File: src/rtl/arm7tdmi_pkg.sv
// Shared types for the ARM7TDMI coprocessor interface:
// core-side opcodes, responder states and CDP ALU opcodes.
package arm7tdmi_pkg;

    typedef enum logic [2:0] {
        CP_CDP = 3'd0,
        CP_LDC = 3'd1,
        CP_STC = 3'd2,
        CP_MCR = 3'd3,
        CP_MRC = 3'd4
    } cp_op_t;

    typedef enum logic [2:0] {
        ST_IDLE,
        ST_CDP_BUSY,
        ST_MRC_RESP,
        ST_LDC_XFER,
        ST_STC_XFER
    } cp_state_t;

    typedef enum logic [2:0] {
        OPC_ADD  = 3'd0,
        OPC_SUB  = 3'd1,
        OPC_AND  = 3'd2,
        OPC_ORR  = 3'd3,
        OPC_EOR  = 3'd4,
        OPC_MUL  = 3'd5,
        OPC_MOV  = 3'd6,
        OPC_ZERO = 3'd7
    } cdp_opc_t;

    function automatic logic cp_op_known(input logic [2:0] op);
        return op <= 3'd4;
    endfunction

endpackage

File: src/rtl/arm7tdmi_cp_cdp_alu.sv
// Combinational CDP datapath; all results wrap modulo 2^32.
module arm7tdmi_cp_cdp_alu
    import arm7tdmi_pkg::*;
(
    input  cdp_opc_t    opc,
    input  logic [31:0] op_a,
    input  logic [31:0] op_b,
    output logic [31:0] result
);

    always_comb begin
        result = 32'd0;
        unique case (opc)
            OPC_ADD:  result = op_a + op_b;
            OPC_SUB:  result = op_a - op_b;
            OPC_AND:  result = op_a & op_b;
            OPC_ORR:  result = op_a | op_b;
            OPC_EOR:  result = op_a ^ op_b;
            OPC_MUL:  result = op_a * op_b;
            OPC_MOV:  result = op_a;
            OPC_ZERO: result = 32'd0;
            default:  result = 32'd0;
        endcase
    end

endmodule

File: src/rtl/arm7tdmi_cp_responder.sv
// Coprocessor responder: 16-entry register file serving
// CDP, LDC, STC, MCR and MRC with abort support.
module arm7tdmi_cp_responder
    import arm7tdmi_pkg::*;
#(
    parameter logic [3:0] CP_NUM      = 4'd10,
    parameter int         CDP_LATENCY = 3
) (
    input  logic        clk,
    input  logic        rst,
    input  logic        cp_req_valid,
    output logic        cp_req_ready,
    input  logic [2:0]  cp_op,
    input  logic [3:0]  cp_num,
    input  logic [3:0]  cp_crd,
    input  logic [3:0]  cp_crn,
    input  logic [3:0]  cp_crm,
    input  logic [2:0]  cp_opc1,
    input  logic [3:0]  cp_len,
    input  logic [31:0] cp_wdata,
    input  logic        cp_dat_valid,
    output logic        cp_dat_ready,
    output logic [31:0] cp_rdata,
    output logic        cp_rvalid,
    input  logic        cp_rready,
    input  logic        cp_abort,
    output logic        cp_busy,
    output logic        cp_done,
    output logic        cp_absent
);

    localparam logic [3:0] LAT = 4'(CDP_LATENCY);

    cp_state_t   state_q, state_d;
    logic [31:0] cr [16];
    logic [3:0]  idx_q, cnt_q;
    logic [31:0] op_a_q, op_b_q;
    cdp_opc_t    opc_q;
    logic [31:0] alu_res;

    logic        accept, hit;
    logic        done_d, absent_d, rvalid_d;
    logic        wr_en, ld_rdata, step, cnt_dec;
    logic [3:0]  wr_idx, rd_idx;
    logic [31:0] wr_data;

    arm7tdmi_cp_cdp_alu u_alu (
        .opc    (opc_q),
        .op_a   (op_a_q),
        .op_b   (op_b_q),
        .result (alu_res)
    );

    assign cp_req_ready = (state_q == ST_IDLE);
    assign cp_busy      = (state_q != ST_IDLE);
    assign cp_dat_ready = (state_q == ST_LDC_XFER);
    assign accept       = cp_req_valid & cp_req_ready;
    assign hit          = (cp_num == CP_NUM) & cp_op_known(cp_op);

    always_comb begin
        state_d  = state_q;
        done_d   = 1'b0;
        absent_d = 1'b0;
        rvalid_d = cp_rvalid;
        wr_en    = 1'b0;
        wr_idx   = idx_q;
        wr_data  = cp_wdata;
        ld_rdata = 1'b0;
        rd_idx   = idx_q;
        step     = 1'b0;
        cnt_dec  = 1'b0;
        unique case (state_q)
            ST_IDLE: begin
                if (accept && !hit) begin
                    absent_d = 1'b1;
                end else if (accept) begin
                    case (cp_op)
                        CP_MCR: begin
                            wr_en  = 1'b1;
                            wr_idx = cp_crd;
                            done_d = 1'b1;
                        end
                        CP_MRC: begin
                            ld_rdata = 1'b1;
                            rd_idx   = cp_crd;
                            rvalid_d = 1'b1;
                            state_d  = ST_MRC_RESP;
                        end
                        CP_STC: begin
                            ld_rdata = 1'b1;
                            rd_idx   = cp_crd;
                            rvalid_d = 1'b1;
                            state_d  = ST_STC_XFER;
                        end
                        CP_LDC:  state_d = ST_LDC_XFER;
                        default: state_d = ST_CDP_BUSY;
                    endcase
                end
            end
            ST_CDP_BUSY: begin
                if (cp_abort) begin
                    state_d = ST_IDLE;
                end else if (cnt_q == 4'd1) begin
                    wr_en   = 1'b1;
                    wr_data = alu_res;
                    done_d  = 1'b1;
                    state_d = ST_IDLE;
                end else begin
                    cnt_dec = 1'b1;
                end
            end
            ST_MRC_RESP: begin
                if (cp_abort) begin
                    rvalid_d = 1'b0;
                    state_d  = ST_IDLE;
                end else if (cp_rready) begin
                    rvalid_d = 1'b0;
                    done_d   = 1'b1;
                    state_d  = ST_IDLE;
                end
            end
            ST_LDC_XFER: begin
                if (cp_abort) begin
                    state_d = ST_IDLE;
                end else if (cp_dat_valid) begin
                    wr_en   = 1'b1;
                    step    = 1'b1;
                    cnt_dec = 1'b1;
                    if (cnt_q == 4'd0) begin
                        done_d  = 1'b1;
                        state_d = ST_IDLE;
                    end
                end
            end
            ST_STC_XFER: begin
                if (cp_abort) begin
                    rvalid_d = 1'b0;
                    state_d  = ST_IDLE;
                end else if (cp_rready) begin
                    if (cnt_q == 4'd0) begin
                        rvalid_d = 1'b0;
                        done_d   = 1'b1;
                        state_d  = ST_IDLE;
                    end else begin
                        step     = 1'b1;
                        cnt_dec  = 1'b1;
                        ld_rdata = 1'b1;
                        rd_idx   = idx_q + 4'd1;
                    end
                end
            end
            default: state_d = ST_IDLE;
        endcase
    end

    always_ff @(posedge clk) begin
        if (rst) begin
            state_q   <= ST_IDLE;
            idx_q     <= 4'd0;
            cnt_q     <= 4'd0;
            op_a_q    <= 32'd0;
            op_b_q    <= 32'd0;
            opc_q     <= OPC_ADD;
            cp_rdata  <= 32'd0;
            cp_rvalid <= 1'b0;
            cp_done   <= 1'b0;
            cp_absent <= 1'b0;
            for (int i = 0; i < 16; i++) cr[i] <= 32'd0;
        end else begin
            state_q   <= state_d;
            cp_rvalid <= rvalid_d;
            cp_done   <= done_d;
            cp_absent <= absent_d;
            if (wr_en) cr[wr_idx] <= wr_data;
            if (ld_rdata) cp_rdata <= cr[rd_idx];
            // CDP operands are captured here so later MCRs cannot disturb them
            if (accept && hit) begin
                idx_q  <= cp_crd;
                cnt_q  <= (cp_op == CP_CDP) ? LAT : cp_len;
                op_a_q <= cr[cp_crn];
                op_b_q <= cr[cp_crm];
                opc_q  <= cdp_opc_t'(cp_opc1);
            end else begin
                if (step) idx_q <= idx_q + 4'd1;
                if (cnt_dec) cnt_q <= cnt_q - 4'd1;
            end
        end
    end

endmodule

File: config.mk
export PLATFORM = sky130hd
export DESIGN_NAME = arm7tdmi_cp_responder
export DESIGN_NICKNAME = d
export VERILOG_FILES = /design/src/rtl/arm7tdmi_pkg.sv /design/src/rtl/arm7tdmi_cp_cdp_alu.sv /design/src/rtl/arm7tdmi_cp_responder.sv
export SDC_FILE = /design/constraint.sdc
export NUM_CORES = 2
export LEC_CHECK = 0
export CAP_MARGIN = 20
export CORE_MARGIN = 8
export CORE_UTILIZATION = 45
export DETAILED_ROUTE_END_ITERATION = 6
export SYNTH_ARGS = -nofsm -noshare
export SYNTH_HDL_FRONTEND = slang
export SYNTH_SLANG_ARGS = --single-unit
File: constraint.sdc
create_clock -name clk -period 20.8 [get_ports clk]
set_input_delay 6.24 -clock clk [delete_from_list [all_inputs] [get_ports clk]]
set_output_delay 6.24 -clock clk [all_outputs]
set_load 0.01 [all_outputs]
Yosys cells after proc, flatten, opt, wreduce, memory -nomap -nowiden
Memories as Yosys holds them, arrays and structs flattened. A register that Yosys moved wholly into a read port is not among the register bits.
Cells that the tools add are included.
{"block": "classes", "n_reduce_logical": 16, "add_sub_neg": 4, "n_shift": 0, "div": 0, "bitwise_logic": 6, "n_mul": 1, "mux": 78, "magnitude_cmp": 1, "eq_ne": 26}
{"op": "32-bit one-hot mux with 8 select lines", "count": 1}
{"op": "32-bit two-way mux", "count": 4}
{"op": "4-bit two-way mux", "count": 16}
{"op": "1-bit two-way mux", "count": 37}
{"op": "3-bit two-way mux", "count": 11}
{"op": "32-bit adder", "count": 1}
{"op": "32-bit bitwise AND", "count": 1}
{"op": "32-bit by 32-bit multiplier with 32-bit output", "count": 1}
{"op": "32-bit OR", "count": 1}
{"op": "32-bit OR reduction", "count": 1}
{"op": "32-bit subtractor", "count": 1}
{"op": "32-bit XOR", "count": 1}
{"op": "3-bit by 2-bit equality test with 1-bit output, second input constant", "count": 6}
{"op": "3-bit equality test, second input constant", "count": 6}
{"op": "3-bit one-hot mux with 5 select lines", "count": 1}
{"op": "7-bit AND reduction", "count": 2}
{"op": "3-bit inequality test, second input constant", "count": 4}
{"op": "3-bit one-hot mux with 4 select lines", "count": 1}
{"op": "3-bit by 1-bit equality test with 1-bit output, second input constant", "count": 3}
{"op": "3-bit zero test", "count": 3}
{"op": "1-bit one-hot mux with 3 select lines", "count": 3}
{"op": "4-bit one-hot mux with 2 select lines", "count": 1}
{"op": "2-bit inequality test, second input constant", "count": 3}
{"op": "3-bit nonzero test", "count": 2}
{"op": "16 further kinds", "count": 21}
{"block": "totals", "mem_count": 1, "out_inout_bits": 38, "in_bits": 64, "mem_bits_rw": 512, "ff_bits": 17, "latchBits": 0, "romBits": 0, "wordCells": 140}
{"name": "cr", "depth": 16, "width": 32, "read_ports": 3, "rd_clocked_by_memory_dff": 3, "write_ports": 16, "line": "arm7tdmi_cp_responder.sv:35", "source": "logic [31:0] cr [16];"}

Depth between registers and ports, before layout
{"block": "depth", "ltp_word": 11, "mapped_depth": 30}

Modules after synthesis
Synthesis repeated with hierarchy kept, for this count alone.
{"block": "unflattened", "hier_cells": 5196, "area_unflattened_um2": 54807.6}
{"mod": "arm7tdmi_cp_responder", "instances": 1, "seq_area_each_um2": 17636.9, "cells_per_inst": 2798, "area_per_inst_um2": 35197.5}
{"mod": "arm7tdmi_cp_cdp_alu", "instances": 1, "seq_area_each_um2": 0.0, "cells_per_inst": 2398, "area_per_inst_um2": 19610.1}

Worst setup path after synthesis
Ideal clock, no wire load.
{"block": "synth_timing", "path_type": "in2reg", "from": "input cp_op[0]", "to": "memory cr[11][0] (enable)", "path_slack_ns": 11.234, "t_arrival_ns": 9.172, "setup_time_ns": 0.394, "required_time_ns": 20.406, "cell_stages": 10, "path_cell_list": "clkbuf_1 or2_2 a21oi_1 nand3_2 nor2_4 nor2_1 a2111oi_2 a21boi_1 nand2_1 nand2b_1"}
{"element": "start: declaration", "line": "arm7tdmi_cp_responder.sv:13", "source": "input logic [2:0] cp_op,"}
{"element": "end: declaration", "line": "arm7tdmi_cp_responder.sv:35"}

==> flow_metrics.py <==
metrics = {
    "logic_synthesis": {
        "ys_seq_area_share_pct": 32.15,
        "synth_area_mm2": 0.05485,
        "synth.distinct_cells": 85,
        "ys_ff_latch": 625,
        "syn-instance-count": 5214,
        "synthFlopType": "edfxtp_1",
        "synth_nets": 5909,
        "syn_avg_cell_area_um2": 10.52,
        "yosysWarnings": 0,
        "synth_edf_count": 512,
        "async_flop_share_pct": 0,
    },
    "critical_path": {
        "r2r_start": "op_b_q[2]",
        "cp-startpoint": "cp_op[0]",
        "endpoint_kind": "register",
        "timing_worst_setup_path_type": "primary input to register",
        "cp-start-kind": "primary input",
        "required_ps": 21100,
        "cp.arrival_ps": 11130,
        "critPathMaxFanout": 82,
    },
    "sta": {
        "worst_slew_pin_slew_ps": 1162,
        "finalSetupViolations": 0,
        "max_freq_mhz": 92.28,
        "fin_crit_sh_pct": 52.10,
        "slew_headroom_pct": 22.56,
        "fin_crit_ps": 10840,
        "fin_setup_tns_ps": 0,
        "maxSlewViolCount": 0,
        "rsz0062_at_grt": "false",
        "fin_worst_skew_ps": 25.86,
        "hold_viol": 0,
    },
    "clock_tree": {
        "cts_buffers": 61,
        "clkTransAtPathRegs_ps": 60,
        "insertion_delay_ps": 660,
        "ctsLongestPathBuffers": 3,
        "clockRootBuffer": "clkbuf_16",
        "cts_sinks": 625,
        "cts_resized": 0,
        "cts_max_level": 2,
        "hold_buffers": 0,
        "cts_setup_buffers": 0,
        "cts_tree": "done",
    },
    "power_and_ir_drop": {
        "peakVddDrop_mv": 0.06425,
        "p_total_uw": 3190,
        "p_leak_uw": 0.02328,
        "powerDensity_mw_per_mm2": 53.33,
    },
    "floorplan": {
        "num_rows": 128,
        "floorplan.initialDensity_pct": 45.18,
        "core_mm2": 0.1214,
        "die_area_mm2": 0.1333,
        "die_h_um": 365.1,
        "io_pins": 102,
        "die_x_um": 365.1,
    },
    "layout": {
        "mostFrequentLayoutCells": "nor2_1 (775), edfxtp_1 (512), nand2_1 (461)",
        "seq_area_mm2": 0.01764,
        "final_common_cell": "nor2_1",
        "layout-drive-gt1-share_pct": 13.50,
        "multiInputGateArea_mm2": 0.03395,
        "nFillCells": 11198,
        "areaGrowthSynthToFinish_pct": 9.062,
        "nNetsFinal": 5798,
    },
    "grt": {
        "overflow": 0,
        "antenna_found_initial": 2,
        "grt_max_degree": 185,
        "grtUsageTotal_pct": 29.74,
        "grt_pass1_wl_mm": 293.7,
        "grt_pass1_vias": 43007,
    },
    "hold_path": {
        "hold_class": "register to register",
        "min_from": "op_a_q[6]",
    },
    "placed_design": {
        "dp.final_hpwl_mm": 134.3,
        "port_buffers": 101,
        "routabilityCongestion": 1.002,
    },
    "routing": {
        "firstDrtPassIters": 6,
        "drt-initial-drc-count": 4420,
        "drtAntennaViolNets": 0,
        "wl_mm": 200.5,
        "vias_per_cell": 6.312,
        "drc_errors": 0,
        "via_count": 42817,
        "wire_per_inst_um": 29.55,
    },
    "status": {
        "status": "finished clean",
    },
    "run": {
        "maxCapViolations": 0,
    },
}
==> area by class of cell <==
cell class / count / area share [%]
multi-input combinational: 3689 / 56.74
tap: 1625 / 3.399
clock buffer: 83 / 2.939
inverter: 472 / 2.962
sequential: 625 / 29.49
antenna: 2 / 0.008366
clock inverter: 33 / 0.6254
timing repair buffer: 254 / 3.840
==> state kept, by name, summed over array words and instances (netlist names), 3 cells and up <==
signal	flops
cnt_q	4
cp_rdata	32
cr	512
idx_q	4
op_a_q	32
op_b_q	32
opc_q	3
state_q	3
==> routing by layer <==
metal	GRT usage, %	vias up	wire length [µm]
li1	-	18142	-
met1	38.90	21654	76200
met2	48.24	2451	92910
met3	4.760	568	19300
met4	14.64	2	12040
met5	0	-	13
==> worst max-delay path: stages <==
cell             delay (ps)
clkdlybuf4s50_1         530
or2_2                   390
a21oi_1                 350
nand3_4                 100
buf_4                   350
nor2_4                  320
nor2_1                  110
a2111oi_2               560
a21boi_1                570
nand2_2                  90
buf_4                   350
nand2b_2                560
buf_4                   510
==> metrics by stage <==
step / hold slack (ps) / area (µm²) / utilization, % / setup slack (ps) / std cells
finish: 468.5 / 59820 / 49.28 / 9963 / 6783
detailed placement: 460.2 / 57540 / 47.40 / 9372 / 6658
floorplan: 477.5 / 54850 / - / 11230 / 5214
global route: 523.6 / 59820 / 49.28 / 9682 / 6781
global placement: 447.2 / 57500 / 47.36 / 9455 / 6654
CTS: 469.0 / 59670 / 49.15 / 10040 / 6774
==> report_power, final <==
part / total [µW] / internal (µW) / switching [µW]
registers: 1420 / 1390 / 32.8
clock network: 1200 / 681 / 515
logic: 574 / 230 / 344
==> worst paths after layout <==
path	end	slack (ps)	depth (start not counted)
hold reg to reg	op_a_q[6]	470	2
hold / removal	op_a_q[6]	470	2
setup / recovery	cr[9][2]	9960	13
setup reg to reg	cr[2][30]	11790	23
==> Yosys cell counts, types with 22 or more instances <==
master      n  area, µm²
o22ai_1    22      137.6
mux2i_1   150       1501
a211o_1    69      604.3
nand3_1    58      290.3
o211ai_1   39      292.8
nor3_1     72      360.4
nand2b_1   29      181.4
o21ai_0    66      330.3
clkbuf_1  348       1306
fa_1      409       8188
edfxtp_1  512      15370
nand2_1   477       1790
xnor2_1   103      902.1
xor2_1     27      236.5
a211oi_1  199       1494
inv_1     453       1700
mux4_2    320       7207
ha_1      222       2778
dfxtp_1   113       2262
mux2_2     31      349.1
buf_1      46      172.7
nor2b_1   111      694.4
nor2_1    777       2917
a21oi_1   212       1061
a32o_1     33      330.3
==> cell families after synthesis <==
logic type,Yosys count,synth area share [%]
muxes,510,16.70
xor gates and xnor gates,131,2.117
adders and majority gates,631,19.99
DFF,625,32.15
and+or+nand+nor,1621,12.61
buffers and inverters,900,6.323
AOI/OAI and AO/OA,796,10.10
Power figures use the tool's default switching activity.
